<file path="src/rtl/dcnt_pkg.sv">
// Shared types and constants for the cascaded 4-bit down-counter timer.
package dcnt_pkg;

   typedef enum logic [2:0] {
      IDLE  = 3'd0,
      LOAD  = 3'd1,
      ARMED = 3'd2,
      RUN   = 3'd3,
      HOLD  = 3'd4,
      DONE  = 3'd5
   } state_t;

   localparam int SLICE_W = 4;
   localparam logic [SLICE_W-1:0] SLICE_ZERO = '0;
   localparam logic [SLICE_W-1:0] SLICE_ONE  = SLICE_W'(1);

endpackage

</file>
<file path="src/rtl/dcnt4_slice.sv">
// Next-value function of one 4-bit loadable down-counter slice (wraps 0 -> F).
module dcnt4_slice
   import dcnt_pkg::*;
(
   input  logic [SLICE_W-1:0] cur,
   input  logic               load,
   input  logic [SLICE_W-1:0] load_val,
   input  logic               dec_en,
   output logic [SLICE_W-1:0] nxt,
   output logic               zero
);

   always_comb begin
      nxt = cur;
      if (load) begin
         nxt = load_val;
      end else if (dec_en) begin
         nxt = cur - SLICE_ONE;
      end
   end

   assign zero = (cur == SLICE_ZERO);

endmodule

</file>
<file path="src/rtl/dcnt_cascade_ctrl.sv">
// Sequencing controller for an NSLICE x 4-bit programmable interval timer:
// config handshake, load, borrow-rippled decrement, terminal count and irq.
module dcnt_cascade_ctrl
   import dcnt_pkg::*;
#(
   parameter  int NSLICE = 4,
   localparam int W      = SLICE_W * NSLICE
) (
   input  logic         clk,
   input  logic         rst_n,
   input  logic         cfg_valid,
   output logic         cfg_ready,
   input  logic [W-1:0] cfg_reload,
   input  logic         cfg_periodic,
   input  logic         start,
   input  logic         stop,
   input  logic         pause,
   input  logic         tick_en,
   output logic [W-1:0] count,
   output logic         tc_pulse,
   output logic         busy,
   output logic         irq,
   input  logic         irq_ack
);

   state_t              state, state_nxt;
   logic [W-1:0]        count_q, count_nxt, reload_q;
   logic                periodic_q, tc_q, irq_q;
   logic                cfg_xfer, run_tick, cnt_zero, tc_evt, load_cnt;
   logic [NSLICE-1:0]   slice_zero, slice_dec;

   assign cfg_ready = (state == IDLE) || (state == DONE);
   assign busy      = (state == LOAD) || (state == ARMED) ||
                      (state == RUN)  || (state == HOLD);
   assign count     = count_q;
   assign tc_pulse  = tc_q;
   assign irq       = irq_q;

   // stop and pause both mask the tick for the cycle they are seen
   assign cfg_xfer = cfg_valid & cfg_ready;
   assign run_tick = (state == RUN) & ~stop & ~pause & tick_en;
   assign cnt_zero = &slice_zero;
   assign tc_evt   = run_tick & cnt_zero;
   assign load_cnt = ((state == LOAD) & ~stop) | (tc_evt & periodic_q);

   // A slice borrows only when every lower slice is already zero
   always_comb begin
      slice_dec    = '0;
      slice_dec[0] = run_tick & ~cnt_zero;
      for (int i = 1; i < NSLICE; i++) begin
         slice_dec[i] = slice_dec[i-1] & slice_zero[i-1];
      end
   end

   for (genvar i = 0; i < NSLICE; i++) begin : g_slice
      dcnt4_slice u_slice (
         .cur      (count_q[i*SLICE_W +: SLICE_W]),
         .load     (load_cnt),
         .load_val (reload_q[i*SLICE_W +: SLICE_W]),
         .dec_en   (slice_dec[i]),
         .nxt      (count_nxt[i*SLICE_W +: SLICE_W]),
         .zero     (slice_zero[i])
      );
   end

   always_comb begin
      state_nxt = state;
      case (state)
         IDLE:    if (cfg_xfer) state_nxt = LOAD;
         LOAD:    state_nxt = stop ? IDLE : ARMED;
         ARMED: begin
            if (stop)       state_nxt = IDLE;
            else if (start) state_nxt = RUN;
         end
         RUN: begin
            if (stop)                      state_nxt = IDLE;
            else if (pause)                state_nxt = HOLD;
            else if (tc_evt & ~periodic_q) state_nxt = DONE;
         end
         HOLD: begin
            if (stop)        state_nxt = IDLE;
            else if (!pause) state_nxt = RUN;
         end
         DONE:    if (cfg_xfer || start) state_nxt = LOAD;
         default: state_nxt = IDLE;
      endcase
   end

   always_ff @(posedge clk) begin
      if (!rst_n) begin
         state      <= IDLE;
         count_q    <= '0;
         reload_q   <= '0;
         periodic_q <= 1'b0;
         tc_q       <= 1'b0;
         irq_q      <= 1'b0;
      end else begin
         state   <= state_nxt;
         count_q <= count_nxt;
         tc_q    <= tc_evt;
         if (cfg_xfer) begin
            reload_q   <= cfg_reload;
            periodic_q <= cfg_periodic;
         end
         if (tc_evt) begin
            irq_q <= 1'b1;
         end else if (irq_ack) begin
            irq_q <= 1'b0;
         end
      end
   end

endmodule

</file>
<file path="config.mk">
export PLATFORM = sky130hd
export DESIGN_NAME = dcnt_cascade_ctrl
export DESIGN_NICKNAME = d
export VERILOG_FILES = /design/src/rtl/dcnt_pkg.sv /design/src/rtl/dcnt4_slice.sv /design/src/rtl/dcnt_cascade_ctrl.sv
export SDC_FILE = /design/constraint.sdc
export NUM_CORES = 1
export LEC_CHECK = 0
export ABC_AREA = 1
export BUFFER_PORTS_ARGS = -buffer_cell sky130_fd_sc_hd__buf_2
export CORE_MARGIN = 2
export CORE_UTILIZATION = 45
export CTS_BUF_LIST = sky130_fd_sc_hd__clkbuf_2 sky130_fd_sc_hd__clkbuf_4 sky130_fd_sc_hd__clkbuf_8
export CTS_CLUSTER_DIAMETER = 100
export CTS_CLUSTER_SIZE = 20
export DETAILED_ROUTE_END_ITERATION = 6
export PLACE_DENSITY = 0.68
export SETUP_SLACK_MARGIN = 0.1
export SLEW_MARGIN = 0
export SYNTH_ARGS = -nofsm -noshare
export SYNTH_HDL_FRONTEND = slang
export SYNTH_SLANG_ARGS = --single-unit
</file>
<file path="constraint.sdc">
create_clock -name clk -period 2.5 [get_ports clk]
set_input_delay 0.75 -clock clk [delete_from_list [all_inputs] [get_ports clk]]
set_output_delay 0.75 -clock clk [all_outputs]
set_load 0.005 [all_outputs]
</file>
==> results.txt <==
The run finished with clean final reports. Number of placement rows: 25. Based on the critical path, the design can be clocked at up to 0.498 GHz. For the pin with the worst max-slew slack, the measured transition is 0.397 ns. The first global-routing pass estimated 8070 um of wire. For this run, the total global-route usage over all layers was measured as 19.3%.

The post-cts gate resize count came out at 0. For the finished layout, the period the worst path requires is 2.01 ns. In this run the most used layer during global routing was met2.

The pre-antenna-repair detailed-routing pass consisted of 4 iterations. The number of standard cells in the final layout excluding fillers is 411, and the flop and latch count out of synthesis is 38. Setup violations remaining at the end of the flow were counted as 0. For the final database, setup skew stands at 0.0107 ns. The worst setup path category is flop to output pin.

Summing every instance area after synthesis gives 0.00216 mm^2. Dominant combinational cell family by area after synthesis: simple AND/OR/NAND/NOR gates. After synthesis, the share of flip-flops with an asynchronous set or reset is 0%. The number of antenna cells inserted is 0. The tool flagged a number of max-cap violations equal to 0. The run gives 1.25 nW as the leakage power. In this run the clock root is driven by a clkbuf_8. The tools report the kind of end point of the critical path as an output pin. For the hold violation total from the final report, the log shows 0.

For the count of placed standard cells including taps, the log shows 403. Leaving out fill and tap cells, the most frequent cells in the layout are 54 x nand2_1, 50 x nor2_1, 44 x buf_2. The core region is 0.00469 mm^2. The die outline height works out to 73.3 um. For the hold buffer count at cts, the log shows 0.

The congestion estimate from routability-driven global placement came to 0.910. For the worst setup path, the data required time is 1.75 ns. The die is 73.3 um wide.

Starting DRC count in detailed routing: 167. The headroom to the max-slew limit was 73.5%. The synthesized-area fraction occupied by ao, oa, aoi and oai cells is 12.2%. For this block, the routed nets add up to 4820 um of wire. The count of buffers inserted at the top-level ports was 44.

After synthesis, flip-flops and latches occupy 35.2% of the total area. Counting distinct cell types in the post-synthesis netlist gives 27. The via density per instance came out at 5.06. The count of pins over their slew limit was 0; the number of instances in the synthesized netlist was 312.

Global routing consumed, on the met1 layer, 27.6% of the routing resources. The floorplan step defined a die boundary enclosing 0.00538 mm^2. The residual antenna-violating net count after detailed routing came out at 0.

In this run the biggest area consumer among cell types represents 35.2% of the synthesized area. Yosys printed 0 warnings. The path class of the tightest hold or removal check is flop to flop. Along the worst path, the maximum fanout reaches 4. For the post-CTS repair timing setup buffer count, the log shows 0. The overflow left after global routing came out at 0. The signed area change from the synthesized netlist to the final layout is 18.1%, and the met3 capacity usage during global routing is 4.53%.

The most used flip-flop cell after synthesis is dfxtp_1. The mux contribution to synthesized area is 0%, and the arrival time at the worst endpoint is 1.26 ns. After synthesis, the cell types taking the most area are dfxtp_1 35%, nand2_1 9.4%, nor2_1 8.7%.

The clock drives 38 sinks. For this configuration, the core starts out at a cell density of 46.1%. Yosys mapped a number of flops with a built-in enable equal to 0. The average instance in the mapped netlist occupies 6.93 um^2. For the pin count of the biggest net entering global routing, the log shows 27. Across all layers, the routed design uses 2,079 vias. The detailed placement HPWL came out at 3590 um. The worst setup path is launched from a flop.

The tools report the H-tree level count as 2. Of the total synthesized cell area, the portion taken by full adders, half adders and majority gates is 4.05%. TritonCTS built the clock tree. The clock reaches the later pin of the worst-skew pair after 0.29 ns. Setup total negative slack on the finished layout was measured at 0 ns. The run gives 0 as the number of antenna violations at the first check in global routing. The ratio of total power to cell area works out to 1130 mW/mm^2. In the finished design, the share of the clock period the worst path needs comes to 80.4%.

Share of layout cells above drive strength 1: 21.6%. IR analysis of the VDD net gives a maximum drop of 0.626 mV. The largest total area in the synthesized netlist belongs to dfxtp_1. The number of global-route vias before repair came out at 1,779.

The clock-pin slew on the worst setup and hold paths came out at 0.08 ns. Setup repair after global routing left no endpoint under its margin. The final hold slack is 0.454 ns, and the overall power after layout is 2.89 mW. The mean routed wirelength per cell was 11.7 um. For this run, design rule violations remaining after detail routing come to 0. Pin placement for this block handled 45 I/O pins. The simple-gate share of the synthesized area works out to 34.3%. Leaving out fill and tap cells, the most frequent cell in the layout is nand2_1. The maximum number of buffers from clock root to sink is 2. The tools report the number of clock buffers inserted by TritonCTS as 5. The number of nets in the synthesized netlist is 344. For this run, the post-layout net count is 388.

After Yosys synthesis, XOR and XNOR cells account for 3.24% of the synthesized area. The tools report the layout filler cell count as 466. The met2 capacity usage during global routing was 28.2%.
## sequential cells by signal, summed over array words and instances, names as in the netlist
register / count
state: 3
reload_q: 16
irq: 1
periodic_q: 1
tc_pulse: 1
count: 16
## path summary, 6_finish.rpt
check	start	endpoint	slack [ns]	depth (start not counted)
setup reg to reg	count[4]	count[15]	0.58	9
hold / removal	reload_q[13]	reload_q[13]	0.45	2
hold reg to reg	reload_q[13]	reload_q[13]	0.45	2
setup / recovery	state[0]	cfg_ready	0.49	5
## cells in the mapped netlist, types with 2 or more instances
library cell	n
nor2_4	3
nand2_1	54
buf_6	3
nand3_1	25
inv_1	37
inv_2	6
a21oi_1	24
nand4_4	2
buf_2	5
clkbuf_1	3
o21ai_0	20
nand2_2	4
ha_1	7
xor2_1	8
o21ai_1	2
nor2_1	50
dfxtp_1	38
nand4_1	12
## critical path, cell delays in order, from the launching register on
cell,delay (ns)
dfxtp_1,0.39
inv_1,0.09
nor2_1,0.16
nand2_1,0.09
nand2_1,0.11
buf_2,0.12
## layout make-up
cell class,instances,area (um^2),share of cell area [%]
multi-input cells,219,1160,45.5
flip-flops and latches,38,761,29.8
repair buffers,49,258,10.1
inverters,43,161,6.32
clock buffers,6,82.6,3.24
well taps,54,67.6,2.65
clock inverters,2,60.1,2.35
## where the power goes
| group | internal (mW) | total [mW] | switching (mW) |
|---|---|---|---|
| Clock | 0.426 | 0.645 | 0.220 |
| Sequential | 0.786 | 0.917 | 0.131 |
| Combinational | 0.474 | 1.33 | 0.855 |
| Total | 1.69 | 2.89 | 1.21 |
## metal layers
| metal | routed length [um] | up-vias | share of wire (%) |
|---|---|---|---|
| li1 | - | 1091 | - |
| met5 | 0 | - | 0 |
| met4 | 42 | 0 | 0.87 |
| met2 | 2120 | 75 | 44 |
| met3 | 322 | 2 | 6.7 |
| met1 | 2340 | 911 | 48 |
## through the flow
stage               instance area [um^2]  util [%]  worst slack (ns)
detailed placement                  2410      51.4             0.487
CTS                                 2550      54.4             0.505
global placement                    2410      51.4             0.499
floorplan                           2160         -             0.739
global route                        2550      54.4             0.322
finish                              2550      54.4             0.490
## cells by family (layout without fill, tap and decap cells)
| logic type | Yosys count | after routing |
|---|---|---|
| adder cells (fa/ha/maj) | 7 | 7 |
| buffers and inverters | 55 | 100 |
| XOR/XNOR | 8 | 8 |
| AO/OA/AOI/OAI | 49 | 49 |
| AND/OR/NAND/NOR | 155 | 155 |
| flip-flops | 38 | 38 |
(Power assumes the default switching activity.)
